--- config.mk ---
export PLATFORM = sky130hd
export DESIGN_NAME = net_pkt_arb2_flat
export DESIGN_NICKNAME = d
export VERILOG_FILES = /design/src/rtl/net_pkg.sv /design/src/rtl/net_pkt_arb2_if.sv /design/src/rtl/net_skid_buf.sv /design/src/rtl/net_pkt_arb2.sv /design/src/flat_wrapper.sv
export SDC_FILE = /design/constraint.sdc
export NUM_CORES = 2
export LEC_CHECK = 0
export CAP_MARGIN = 10
export CORE_AREA = 5 5 703 705
export DETAILED_ROUTE_END_ITERATION = 8
export DIE_AREA = 0 0 708 710
export PLACE_DENSITY_LB_ADDON = 0.25
export SLEW_MARGIN = 20
export SYNTH_ARGS = -nofsm -noshare
export SYNTH_HDL_FRONTEND = slang
export SYNTH_SLANG_ARGS = --single-unit
--- constraint.sdc ---
create_clock -name clock -period 49.3 [get_ports clock]
set_clock_uncertainty 0.1 [all_clocks]
set_input_delay 7.395 -clock clock [delete_from_list [all_inputs] [get_ports clock]]
set_output_delay 7.395 -clock clock [all_outputs]
set_load 0.02 [all_outputs]
--- src/rtl/net_pkg.sv ---
// Shared beat types for the egress merge path.
// Latency: n/a (types and constants only).
// Backpressure: n/a.
package net_pkg;

    localparam int NET_DATA_W = 512;
    localparam int NET_KEEP_W = 64;

    typedef struct packed {
        logic                  last;
        logic [NET_DATA_W-1:0] data;
        logic [NET_KEEP_W-1:0] keep;
    } net_beat_t;

    typedef enum logic [1:0] {
        IDLE,
        LOCK_0,
        LOCK_1
    } arb_state_e;

    // Skid entry carries the source index alongside the beat.
    localparam int NET_SKID_W = 1 + $bits(net_beat_t);

endpackage

--- src/rtl/net_pkt_arb2_if.sv ---
// Beat stream bundle: valid/ready handshake carrying one net_beat_t.
// Latency: n/a (wiring only).
// Backpressure: beat transfers when valid & ready on a rising clock edge.
interface net_pkt_arb2_if;
    import net_pkg::*;

    logic      valid;
    logic      ready;
    net_beat_t bits;

    modport master (output valid, output bits, input ready);
    modport slave  (input valid, input bits, output ready);

endinterface

--- src/rtl/net_skid_buf.sv ---
// Two-entry FIFO-ordered register buffer between arbiter and output port.
// Latency: entry written in cycle t is visible on out at t+1 when empty.
// Backpressure: in_ready depends only on occupancy, never on out_ready.
module net_skid_buf #(
    parameter int W = 8
) (
    input  logic         clock,
    input  logic         reset,
    input  logic         in_valid,
    output logic         in_ready,
    input  logic [W-1:0] in_data,
    output logic         out_valid,
    input  logic         out_ready,
    output logic [W-1:0] out_data
);

    logic [W-1:0] ent_0;
    logic [W-1:0] ent_1;
    logic [1:0]   cnt;
    logic         push;
    logic         pop;

    assign in_ready  = (cnt != 2'd2);
    assign out_valid = (cnt != 2'd0);
    assign out_data  = ent_0;
    assign push      = in_valid & in_ready;
    assign pop       = out_valid & out_ready;

    // Occupancy and entry storage; head is always ent_0.
    always_ff @(posedge clock or posedge reset) begin
        if (reset) begin
            ent_0 <= '0;
            ent_1 <= '0;
            cnt   <= 2'd0;
        end else begin
            case (cnt)
                2'd0: begin
                    if (push) begin
                        ent_0 <= in_data;
                        cnt   <= 2'd1;
                    end
                end
                2'd1: begin
                    if (push && pop) begin
                        ent_0 <= in_data;
                    end else if (push) begin
                        ent_1 <= in_data;
                        cnt   <= 2'd2;
                    end else if (pop) begin
                        cnt   <= 2'd0;
                    end
                end
                2'd2: begin
                    if (pop) begin
                        ent_0 <= ent_1;
                        cnt   <= 2'd1;
                    end
                end
                default: cnt <= 2'd0;
            endcase
        end
    end

endmodule

--- src/rtl/net_pkt_arb2.sv ---
// Packet-granular 2:1 round-robin merge of two beat streams onto one port.
// Latency: accepted beat appears on out one cycle later when the skid is empty.
// Backpressure: only the granted input sees ready, and only while the skid has room.
module net_pkt_arb2
    import net_pkg::*;
#(
    parameter int CNT_W = 32
) (
    input  logic                 clock,
    input  logic                 reset,
    net_pkt_arb2_if.slave        in_0,
    net_pkt_arb2_if.slave        in_1,
    net_pkt_arb2_if.master       out,
    output logic                 out_src,
    output logic [CNT_W-1:0]     pkt_cnt_0,
    output logic [CNT_W-1:0]     pkt_cnt_1
);

    arb_state_e            state;
    logic                  rr_last;
    logic                  sel_0;
    logic                  sel_1;
    logic                  space;
    logic                  acc_0;
    logic                  acc_1;
    logic                  push_valid;
    logic [NET_SKID_W-1:0] push_data;
    logic [NET_SKID_W-1:0] head;

    // Grant selection: ties in IDLE go to the source not served last.
    always_comb begin
        sel_0 = 1'b0;
        sel_1 = 1'b0;
        case (state)
            IDLE: begin
                sel_0 = in_0.valid & ~(in_1.valid & ~rr_last);
                sel_1 = ~sel_0 & in_1.valid;
            end
            LOCK_0:  sel_0 = 1'b1;
            LOCK_1:  sel_1 = 1'b1;
            default: ;
        endcase
    end

    assign in_0.ready = sel_0 & space & ~reset;
    assign in_1.ready = sel_1 & space & ~reset;
    assign acc_0      = in_0.valid & in_0.ready;
    assign acc_1      = in_1.valid & in_1.ready;
    assign push_valid = acc_0 | acc_1;
    assign push_data  = acc_1 ? {1'b1, in_1.bits} : {1'b0, in_0.bits};

    net_skid_buf #(
        .W (NET_SKID_W)
    ) u_skid (
        .clock     (clock),
        .reset     (reset),
        .in_valid  (push_valid),
        .in_ready  (space),
        .in_data   (push_data),
        .out_valid (out.valid),
        .out_ready (out.ready),
        .out_data  (head)
    );

    assign {out_src, out.bits} = head;

    // Packet lock FSM; the round-robin pointer moves when a packet's last beat is taken.
    always_ff @(posedge clock or posedge reset) begin
        if (reset) begin
            state   <= IDLE;
            rr_last <= 1'b1;
        end else begin
            case (state)
                IDLE: begin
                    if (acc_0) begin
                        if (in_0.bits.last) rr_last <= 1'b0;
                        else                state   <= LOCK_0;
                    end else if (acc_1) begin
                        if (in_1.bits.last) rr_last <= 1'b1;
                        else                state   <= LOCK_1;
                    end
                end
                LOCK_0: begin
                    if (acc_0 && in_0.bits.last) begin
                        state   <= IDLE;
                        rr_last <= 1'b0;
                    end
                end
                LOCK_1: begin
                    if (acc_1 && in_1.bits.last) begin
                        state   <= IDLE;
                        rr_last <= 1'b1;
                    end
                end
                default: state <= IDLE;
            endcase
        end
    end

    // Per-source packet counters, bumped when a last beat leaves the output port.
    always_ff @(posedge clock or posedge reset) begin
        if (reset) begin
            pkt_cnt_0 <= '0;
            pkt_cnt_1 <= '0;
        end else if (out.valid && out.ready && out.bits.last) begin
            if (out_src) pkt_cnt_1 <= pkt_cnt_1 + 1'b1;
            else         pkt_cnt_0 <= pkt_cnt_0 + 1'b1;
        end
    end

endmodule

--- src/flat_wrapper.sv ---
// flat-port wrapper written by rule: the top's interface ports become plain ports
module net_pkt_arb2_flat import net_pkg::*;
#(
    parameter int CNT_W = 32
)
  (clock, reset, out_src, pkt_cnt_0, pkt_cnt_1, in_0_valid, in_0_bits, in_0_ready, in_1_valid, in_1_bits, in_1_ready, out_valid, out_bits, out_ready);
  net_pkt_arb2_if in_0_i ();
  net_pkt_arb2_if in_1_i ();
  net_pkt_arb2_if out_i ();
  input  logic clock;
  input  logic reset;
  output logic out_src;
  output logic [CNT_W-1:0] pkt_cnt_0;
  output logic [CNT_W-1:0] pkt_cnt_1;
  input wire logic [$bits(in_0_i.valid)-1:0] in_0_valid;
  input wire logic [$bits(in_0_i.bits)-1:0] in_0_bits;
  output wire logic [$bits(in_0_i.ready)-1:0] in_0_ready;
  input wire logic [$bits(in_1_i.valid)-1:0] in_1_valid;
  input wire logic [$bits(in_1_i.bits)-1:0] in_1_bits;
  output wire logic [$bits(in_1_i.ready)-1:0] in_1_ready;
  output wire logic [$bits(out_i.valid)-1:0] out_valid;
  output wire logic [$bits(out_i.bits)-1:0] out_bits;
  input wire logic [$bits(out_i.ready)-1:0] out_ready;
  assign in_0_i.valid = in_0_valid;
  assign in_0_i.bits = in_0_bits;
  assign in_0_ready = in_0_i.ready;
  assign in_1_i.valid = in_1_valid;
  assign in_1_i.bits = in_1_bits;
  assign in_1_ready = in_1_i.ready;
  assign out_valid = out_i.valid;
  assign out_bits = out_i.bits;
  assign out_i.ready = out_ready;
  net_pkt_arb2 #(.CNT_W(CNT_W)) u_core (.clock(clock), .reset(reset), .in_0(in_0_i), .in_1(in_1_i), .out(out_i), .out_src(out_src), .pkt_cnt_0(pkt_cnt_0), .pkt_cnt_1(pkt_cnt_1));
endmodule
==> impl_metrics.toml <==
[outcome]
status = "complete, no violations"

[yosys]
post-synth-top-area-fraction_pct = 51.5
postSynthRegisterBits = 1225
netlist_area_um2 = 59500
synthFlopType = "dfrtp_1"
synth.avg_cell_area_um2 = 8.83
synth_largest_area_cell = "dfrtp_1"
synthArstFlopShare_pct = 100
synthTopCellsByCount = "1224 x dfrtp_1, 1177 x nor2_1, 1155 x a211oi_1"
synth.top_cells.by_area = "dfrtp_1 51%, a211oi_1 15%, o21ai_0 9.2%"
synth.most_common_cell = "dfrtp_1"
count_of_flip_flops_with_a_built_in_enable_after_synthesis = 0
synth_net_count = 7906
synth.yosys.warnings = 0
postSynthCellCount = 6741
synth_cell_types = 51
proportion_of_synthesized_chip_area_in_sequential_cells_pct = 51.5

[timing]
timing.slew.headroom_pct = 24.9
worst_pin_slew_ns = 1.13
report.final.setup_viol = 0
setup_tns_ns = 0
fin_crit_sh_pct = 36.8
postLayoutSetupSlackWorst_ns = 31.18
period_needed_ns = 18.12
achievable-frequency_mhz = 55.2
final_max_slew_viol_count = 0
final_hold_viol_count = 0
grt_setup_unrepaired = "no"

[floorplanning]
core.rowCount = 257
floorplan.die.width_um = 708
design.die.area_um2 = 503000
chipHeight_um = 710
core_um2 = 488000
initial_utilization_pct = 12.2
design.portCount = 1804

[cells_and_area]
synthToLayoutAreaGrowth_pct = 50.7
finish.instance_area_um2 = 89700
layout_cells_sized_above_1_pct = 4.73
layout.nets = 9341
fill_cells = 54700
seq_area_um2 = 30700
multi_input_area_um2 = 26300

[pwr]
report.power.total_w = 0.00543
worst_ir_drop_vdd_uv = 37.7
power_per_cell_area_nw_per_um2 = 60.5
leakagePower_nw = 35.2

[worst_setup_path]
worst_setup_path_startpoint = "reset"
worst-path-max-fanout = 86
worstSetupStartpointType = "input pin"
required_ns = 41.81
crit_path_end_kind = "output port"
critical_path.reg2reg.startpoint = "u_core.u_skid.cnt[1]$_DFFE_PP0P_"
cp_data_arrival_time_ns = 10.63
criticalPathCategory = "in2out"

[placement]
detailedPlace.worstSlack_ns = 30.95
weighted_congestion_reported_at_the_end_of_routability_driven_placement = 0.867
place.port_buffers = 1803
dp_hpwl_mm = 326
placement.cell_area_um2 = 84000

[cts]
cts_inserted_buffers = 169
post_cts_resize_count = 0
clock_insertion_delay_worst_skew_ns = 0.89
postCtsSetupBuffers = 0
tritoncts = "done"
cts.clk_slew.worst_paths_ns = 0.06
cts.root.buffer_cell = "clkbuf_16"
cts_num_sinks = 1225
ctsHtreeMaxLevel = 4
cts.hold.buffers_added = 0
clockBufferDepth = 4

[route]
drt-vias-per-instance = 4.05
drt-total-wl_mm = 431
initialDrtViolationCount = 3848
drtAntennaViolNets = 0
drc = 0
firstDrtPassIters = 6
wl_per_cell_um = 29.0
vias = 60100

[grt]
grt_pass1_vias = 59200
grt_first_pass_wirelength_mm = 566
globalRouteOverflowTotal = 0
groute.usage.overall_pct = 16.3
grt_start_max_net_pins = 218
antenna_found_initial = 215

[hold_path]
min-delay-path-class = "reg2reg"
worstHoldStart = "u_core.pkt_cnt_1[31]$_DFFE_PP0P_"

[job]
maxCapViolations = 0
-- registers in the layout (all words and copies together) (netlist names) --
name                    flops
u_core.pkt_cnt_1           32
u_core.pkt_cnt_0           32
u_core.rr_last              1
u_core.u_skid.cnt           2
u_core.u_skid.ent_1       578
u_core.u_skid.out_data    578
u_core.state                2
-- report_power, final --
group / total (W) / internal [W] / switching [W]
clock network: 0.00126 / 0.000735 / 0.000526
registers: 0.00179 / 0.00148 / 0.000312
logic: 0.00238 / 0.000811 / 0.00157
-- routing by layer --
metal | global-route usage, % | share of wire [%] | up-vias
li1 | - | - | 27100
met5 | 0 | 0.10 | -
met3 | 4.83 | 7.2 | 740
met4 | 6.92 | 5.2 | 68
met2 | 27.7 | 48 | 2068
met1 | 19.0 | 39 | 30100
-- placed cells by master, fill, tap and decap left out, types with 7 or more instances in the layout --
cell                n
and4_1              7
nand2_1           609
buf_12             11
clkbuf_8           36
xor2_1             23
clkbuf_1           45
nor2_1           1177
nor3_1              8
nand4_1            15
and3_1            589
buf_4             101
dfrtp_1          1224
o21ai_0          1097
clkbuf_16         174
inv_1               7
a211oi_1         1155
nand3_1            24
xnor2_1            39
o21ai_1            61
clkdlybuf4s50_1  1795
diode_2            81
clkinv_2           24
-- cell type report --
class | instances | area share (%)
Sequential cell | 1225 | 34.2
Multi-Input combinational cell | 4862 | 29.3
Inverter | 8 | 0.0418
Clock buffer | 255 | 5.59
Clock inverter | 46 | 0.569
Tap cell | 6475 | 9.03
Antenna cell | 81 | 0.226
Timing Repair Buffer | 1910 | 21.1
-- worst paths after layout --
path                                                           end  slack [ns]  cells past startpoint
max                                                     in_0_ready       31.18                      5
min                               u_core.pkt_cnt_1[31]$_DFFE_PP0P_        0.37                      1
max reg2reg                 u_core.u_skid.out_data[57]$_DFFE_PP0P_       42.69                      9
min reg2reg                       u_core.pkt_cnt_1[31]$_DFFE_PP0P_        0.37                      1
max in group asynchronous  u_core.u_skid.out_data[182]$_DFFE_PP0P_       37.26                      8
min in group asynchronous  u_core.u_skid.out_data[576]$_DFFE_PP0P_        7.27                      2
-- per-stage QoR --
stage / util, % / hold WS [ns] / cells
6_report: 18.4 / 0.373 / 14900
5_1_grt: 18.4 / 0.392 / 14800
4_1_cts: 18.4 / 0.372 / 14800
3_5_place_dp: 17.2 / 0.365 / 14500
3_3_place_gp: 17.2 / 0.362 / 14500
2_1_floorplan: - / 0.350 / 6741
-- kinds of logic after synthesis --
group | count (synthesis) | synth area share (%)
compound gates | 2335 | 24.6
buf+inv | 654 | 4.50
flops | 1225 | 51.5
mux | 4 | 0.0736
xor+xnor | 62 | 0.912
fa+ha+maj | 6 | 0.126
simple gates | 2455 | 18.3
-- worst max-delay path, stage by stage --
cell	delay [ns]
clkdlybuf4s50_1	0.72
inv_8	0.62
nand2_1	0.32
nor2_1	0.71
clkdlybuf4s50_1	0.76
(Power assumes the default switching activity.)
